## config.mk

```make
export PLATFORM = sky130hd
export DESIGN_NAME = enemy_control
export DESIGN_NICKNAME = d
export VERILOG_FILES = /design/src/rtl/enemy_control.sv
export SDC_FILE = /design/constraint.sdc
export NUM_CORES = 1
export LEC_CHECK = 0
export CORE_MARGIN = 4
export CORE_UTILIZATION = 30
export CTS_CLUSTER_SIZE = 16
export DETAILED_ROUTE_END_ITERATION = 7
export GPL_ROUTABILITY_DRIVEN = 0
export GPL_TIMING_DRIVEN = 0
export SETUP_SLACK_MARGIN = 0.05
export SLEW_MARGIN = 25
export SYNTH_ARGS = -nofsm -noshare
export SYNTH_HDL_FRONTEND = slang
export SYNTH_SLANG_ARGS = --single-unit
```

## constraint.sdc

```tcl
create_clock -name clock -period 3.5 [get_ports clock]
set_input_delay 0.525 -clock clock [delete_from_list [all_inputs] [get_ports clock]]
set_output_delay 0.525 -clock clock [all_outputs]
set_load 0.02 [all_outputs]
```

## src/rtl/enemy_control.sv

```systemverilog
`default_nettype none
// ============================================================================
// Module      : enemy_control
// Description : Moore control FSM for one enemy sprite. Spawns the enemy at a
//               new column, draws its 4x4 sprite, waits a few slow ticks,
//               erases it and moves it down a row. Bullet hits cause an
//               erase-and-respawn; reaching the bottom row pulses `escaped`.
//               Optional feature macro: ENEMY_SPEEDUP_EN (each hit-respawn
//               shortens the WAIT dwell, an escape restores it).
// Revision    : 1.0 - initial release
// ============================================================================
module enemy_control #(
  parameter int WAIT_TICKS   = 1,
  parameter int BOTTOM_STEPS = 116
) (
  input  logic       clock,
  input  logic       resetn,
  input  logic       go,
  input  logic       hit,
  input  logic [3:0] cnt,
  input  logic [3:0] delay_cnt,
  output logic       loadX,
  output logic       loadY,
  output logic       load_colour,
  output logic       load_black,
  output logic       en_counter,
  output logic       en_delay_counter,
  output logic       reset_delay,
  output logic       plot,
  output logic       escaped,
  output logic       respawned
);

  typedef enum logic [2:0] {
    S_IDLE   = 3'd0,
    S_SPAWN  = 3'd1,
    S_COLOUR = 3'd2,
    S_DRAW   = 3'd3,
    S_WAIT   = 3'd4,
    S_ERASE  = 3'd5,
    S_MOVE   = 3'd6
  } state_t;

  localparam logic [6:0] c_last_step  = 7'(BOTTOM_STEPS - 1);
  localparam logic [3:0] c_wait_ticks = 4'(WAIT_TICKS);
  localparam logic [3:0] c_last_pixel = 4'd15;

  state_t     state_q, state_d;
  logic [6:0] step_q, step_d;
  logic       hit_pending_q, hit_pending_d;

  logic       w_last_pixel;
  logic       w_at_bottom;
  logic [3:0] w_wait_lim;

  assign w_last_pixel = (cnt == c_last_pixel);
  assign w_at_bottom  = (step_q == c_last_step);

`ifdef ENEMY_SPEEDUP_EN
  logic [3:0] wait_lim_q, wait_lim_d;

  assign w_wait_lim = wait_lim_q;

  // Dwell limit: shrinks on every hit-driven respawn (floor 1), restored on escape.
  always_comb begin
    wait_lim_d = wait_lim_q;
    if (state_q == S_ERASE && w_last_pixel && go && hit_pending_q) begin
      wait_lim_d = (wait_lim_q > 4'd1) ? (wait_lim_q - 4'd1) : 4'd1;
    end else if (state_q == S_MOVE && w_at_bottom) begin
      wait_lim_d = c_wait_ticks;
    end
  end

  // Dwell limit register.
  always_ff @(posedge clock) begin
    if (!resetn) begin
      wait_lim_q <= c_wait_ticks;
    end else begin
      wait_lim_q <= wait_lim_d;
    end
  end
`else
  assign w_wait_lim = c_wait_ticks;
`endif

  // State, row-step and pending-hit registers.
  always_ff @(posedge clock) begin
    if (!resetn) begin
      state_q       <= S_IDLE;
      step_q        <= 7'd0;
      hit_pending_q <= 1'b0;
    end else begin
      state_q       <= state_d;
      step_q        <= step_d;
      hit_pending_q <= hit_pending_d;
    end
  end

  // Next-state logic, hit capture and state-decoded Moore outputs.
  always_comb begin
    state_d          = state_q;
    step_d           = step_q;
    hit_pending_d    = hit_pending_q;
    loadX            = 1'b0;
    loadY            = 1'b0;
    load_colour      = 1'b0;
    load_black       = 1'b0;
    en_counter       = 1'b0;
    en_delay_counter = 1'b0;
    reset_delay      = 1'b1;
    plot             = 1'b0;
    escaped          = 1'b0;
    respawned        = 1'b0;

    // A hit is only remembered while the sprite is on screen or being drawn.
    if (hit && (state_q == S_DRAW || state_q == S_WAIT || state_q == S_ERASE)) begin
      hit_pending_d = 1'b1;
    end

    case (state_q)
      S_IDLE: begin
        reset_delay = 1'b0;
        if (go) begin
          state_d = S_SPAWN;
        end
      end
      S_SPAWN: begin
        loadX         = 1'b1;
        reset_delay   = 1'b0;
        respawned     = 1'b1;
        step_d        = 7'd0;
        hit_pending_d = 1'b0;
        state_d       = S_COLOUR;
      end
      S_COLOUR: begin
        load_colour = 1'b1;
        state_d     = S_DRAW;
      end
      S_DRAW: begin
        plot       = 1'b1;
        en_counter = 1'b1;
        // The sprite is always finished before anything else is considered.
        if (w_last_pixel) begin
          state_d = hit_pending_q ? S_ERASE : S_WAIT;
        end
      end
      S_WAIT: begin
        en_delay_counter = 1'b1;
        if (hit || !go || (delay_cnt == w_wait_lim)) begin
          state_d = S_ERASE;
        end
      end
      S_ERASE: begin
        plot       = 1'b1;
        en_counter = 1'b1;
        load_black = 1'b1;
        if (w_last_pixel) begin
          if (!go) begin
            state_d = S_IDLE;
          end else if (hit_pending_q) begin
            state_d = S_SPAWN;
          end else begin
            state_d = S_MOVE;
          end
        end
      end
      S_MOVE: begin
        loadY       = 1'b1;
        reset_delay = 1'b0;
        escaped     = w_at_bottom;
        // step never exceeds BOTTOM_STEPS, so the increment cannot wrap.
        step_d      = step_q + 7'd1;
        state_d     = w_at_bottom ? S_SPAWN : S_DRAW;
      end
      default: begin
        state_d = S_IDLE;
      end
    endcase
  end

endmodule
`default_nettype wire

```

==> results.py <==
metrics = {
    "drt": {
        "wl_per_cell_um": 12.58,
        "drt_iter0_drc": 20,
        "wl_um": 1874,
        "drtAntennaViolNets": 0,
        "dr_total_vias": 772,
        "firstDrtPassIters": 4,
        "detail_route.vias_per_cell": 5.181,
        "drcViolationCount": 0,
    },
    "min_path": {
        "hp-class": "reg -> reg",
        "hold_start": "step_q[6]",
    },
    "timing": {
        "finalHoldViolations": 0,
        "fin_tns_setup_ns": 0,
        "fin_crit_sh_pct": 76.05,
        "slew_viol_final": 0,
        "setup_ws_ns": 0.8382,
        "rsz0062_at_grt": "no",
        "slew_headroom_pct": 80.24,
        "fin_crit_ns": 2.662,
        "tightest_slew_ns": 0.2926,
        "setup_viol": 0,
        "max_freq_mhz": 375.7,
        "clock_skew_ns": 0.005750,
    },
    "worst_setup_path": {
        "r2r_cells": 4,
        "endpoint_kind": "output pin",
        "worstPathArrival_ns": 2.14,
        "startpoint_type": "flop",
        "timing.rr.start": "state_q[2]",
        "criticalPathCategory": "reg -> out",
        "cp_data_required_time_ns": 2.97,
        "timing.rr.end": "step_q[2]",
        "crit_path_end": "plot",
        "reg2reg_slack_ns": 2.07,
        "startpoint": "state_q[1]",
        "cp_max_fo": 10,
    },
    "synth": {
        "yosysTopAreaCellShare_pct": 28.43,
        "async_flop_share_pct": 0,
        "synth_largest_area_cell": "dfxtp_1",
        "ys_top_cells_by_count": "nor2_1 (12), dfxtp_1 (11), nand2_1 (11), a21oi_1 (5), inv_1 (4)",
        "synthCells": 94,
        "synthFlopType": "dfxtp_1",
        "synth_cell_types": 45,
        "synth-seq-cells": 11,
        "yosys-top-cells-area": "dfxtp_1 (28%), nor2_1 (5.8%), nand2_1 (5.3%)",
        "yosys_warnings": 0,
        "synth_edf_count": 0,
        "syn-num-nets": 107,
        "avgSynthCellArea_sq_um": 8.239,
        "netlist_area_sq_um": 774.5,
        "synth_most_common_cell": "nor2_1",
        "yosysSeqAreaShare_pct": 28.43,
    },
    "cts": {
        "cts_tree": "built",
        "cts_buffers": 3,
        "clkTransAtPathRegs_ns": 0.07,
        "clk_path_buf_depth": 2,
        "cts_hold_buf": 0,
        "clk_latency_ns": 0.28,
        "cts_resized": 0,
        "cts-root-buf": "clkbuf_4",
        "post_cts_buffers": 0,
        "numClockSinks": 11,
        "htree_levels": 1,
    },
    "die": {
        "die-height_um": 58.81,
        "num_io_pins": 22,
        "die_w_um": 58.81,
        "core_sq_mm": 0.002477,
        "num_rows": 18,
        "die_area_sq_mm": 0.003459,
        "initial_core_util_pct": 31.26,
    },
    "power": {
        "peakVddDrop_v": 0.0003303,
        "p_per_area_mw_per_mm2": 559.1,
        "leakage_nw": 0.3962,
    },
    "finish": {
        "postLayoutCellArea_sq_mm": 0.001049,
        "instances_no_fill": 149,
        "area_growth_pct": 35.38,
        "drive_gt1_share_pct": 17.65,
        "nNetsFinal": 133,
        "diodes": 0,
    },
    "global_route": {
        "grt_pass1_vias": 734,
        "grt_max_degree": 11,
        "antenna_found_initial": 0,
        "track_usage_pct": 11.32,
        "grt.overflow.total": 0,
        "grt_pass1_wl_um": 3098,
    },
    "placement": {
        "dp_hpwl_um": 1499,
        "pre_cts_ws_ns": 1.128,
        "port_buffers": 21,
        "dp_cells": 145,
        "placedInstanceArea_sq_mm": 0.001022,
    },
    "status": {
        "status": "complete, no violations",
    },
    "run": {
        "cap_viol_max_count": 0,
    },
}
-- per-stage QoR --
stage / power (mW) / util (%) / hold WS [ns]
global placement: 0.4950 / 41.26 / 0.4669
finish: 0.5862 / 42.32 / 0.4887
CTS: 0.5908 / 42.32 / 0.4964
global route: 0.6271 / 42.32 / 0.5179
detailed placement: 0.5007 / 41.26 / 0.4862
floorplan: 0.3903 / - / 0.4453
-- layer usage --
| layer | GRT usage (%) | part of all wire, % | vias up |
|---|---|---|---|
| met5 | 0 | 0 | - |
| met4 | 3.883 | 1.1 | 0 |
| met3 | 2.412 | 6.1 | 4 |
| met2 | 19.24 | 45 | 24 |
| met1 | 14.02 | 47 | 350 |
| li1 | - | - | 394 |
-- worst max-delay path, stage by stage (launching register included) --
cell	delay, ns
dfxtp_1	0.35
buf_6	0.15
or2b_2	0.34
a21oi_1	0.27
buf_4	0.16
clkdlybuf4s50_1	0.60
-- power breakdown --
part           internal (mW)  switching (mW)
clock network         0.0442          0.0454
registers              0.140          0.0168
logic                  0.161           0.179
total                  0.345           0.241
-- registers in the layout (all words and copies together), names as in the netlist --
name / count
step_q: 7
state_q: 3
hit_pending_q: 1
-- final cells by class --
| class | instances | area [sq um] |
|---|---|---|
| multi-input cells | 71 | 475.5 |
| inverters | 7 | 27.53 |
| plain buffers | 5 | 51.30 |
| fillers | 263 | 1429 |
| repair buffers | 21 | 210.2 |
| flip-flops and latches | 11 | 220.2 |
| well taps | 30 | 37.54 |
| clock buffers | 4 | 26.28 |
-- worst min-delay path by stage --
stage,end,depth (start not counted)
3_3_place_gp,step_q[6],1
5_1_grt,step_q[6],1
2_1_floorplan,step_q[6],1
6_report,step_q[6],1
3_5_place_dp,step_q[6],1
4_1_cts,step_q[6],1
-- logic make-up (layout without fill, tap and decap cells) --
logic type	after synthesis	after routing	share of synthesized area, %
mux	1	1	1.454
simple gates	42	42	30.37
buf+inv	12	37	10.17
flops	11	11	28.43
compound gates	27	27	27.95
fa+ha+maj	1	1	1.615
-- layout by cell type, fill, tap and decap left out, types with 2 or more instances in the layout --
cell type        count
a21oi_1              5
a31oi_1              3
buf_4                2
buf_6                2
clkbuf_4             3
clkdlybuf4s50_1     21
dfxtp_1             11
inv_1                4
nand2_1             11
nand2b_1             2
nand4_1              2
nor2_1              12
o211ai_1             2
o21ai_0              3
o221ai_2             2
o41ai_1              2
No activity file was read; power rests on OpenSTA's default activity.
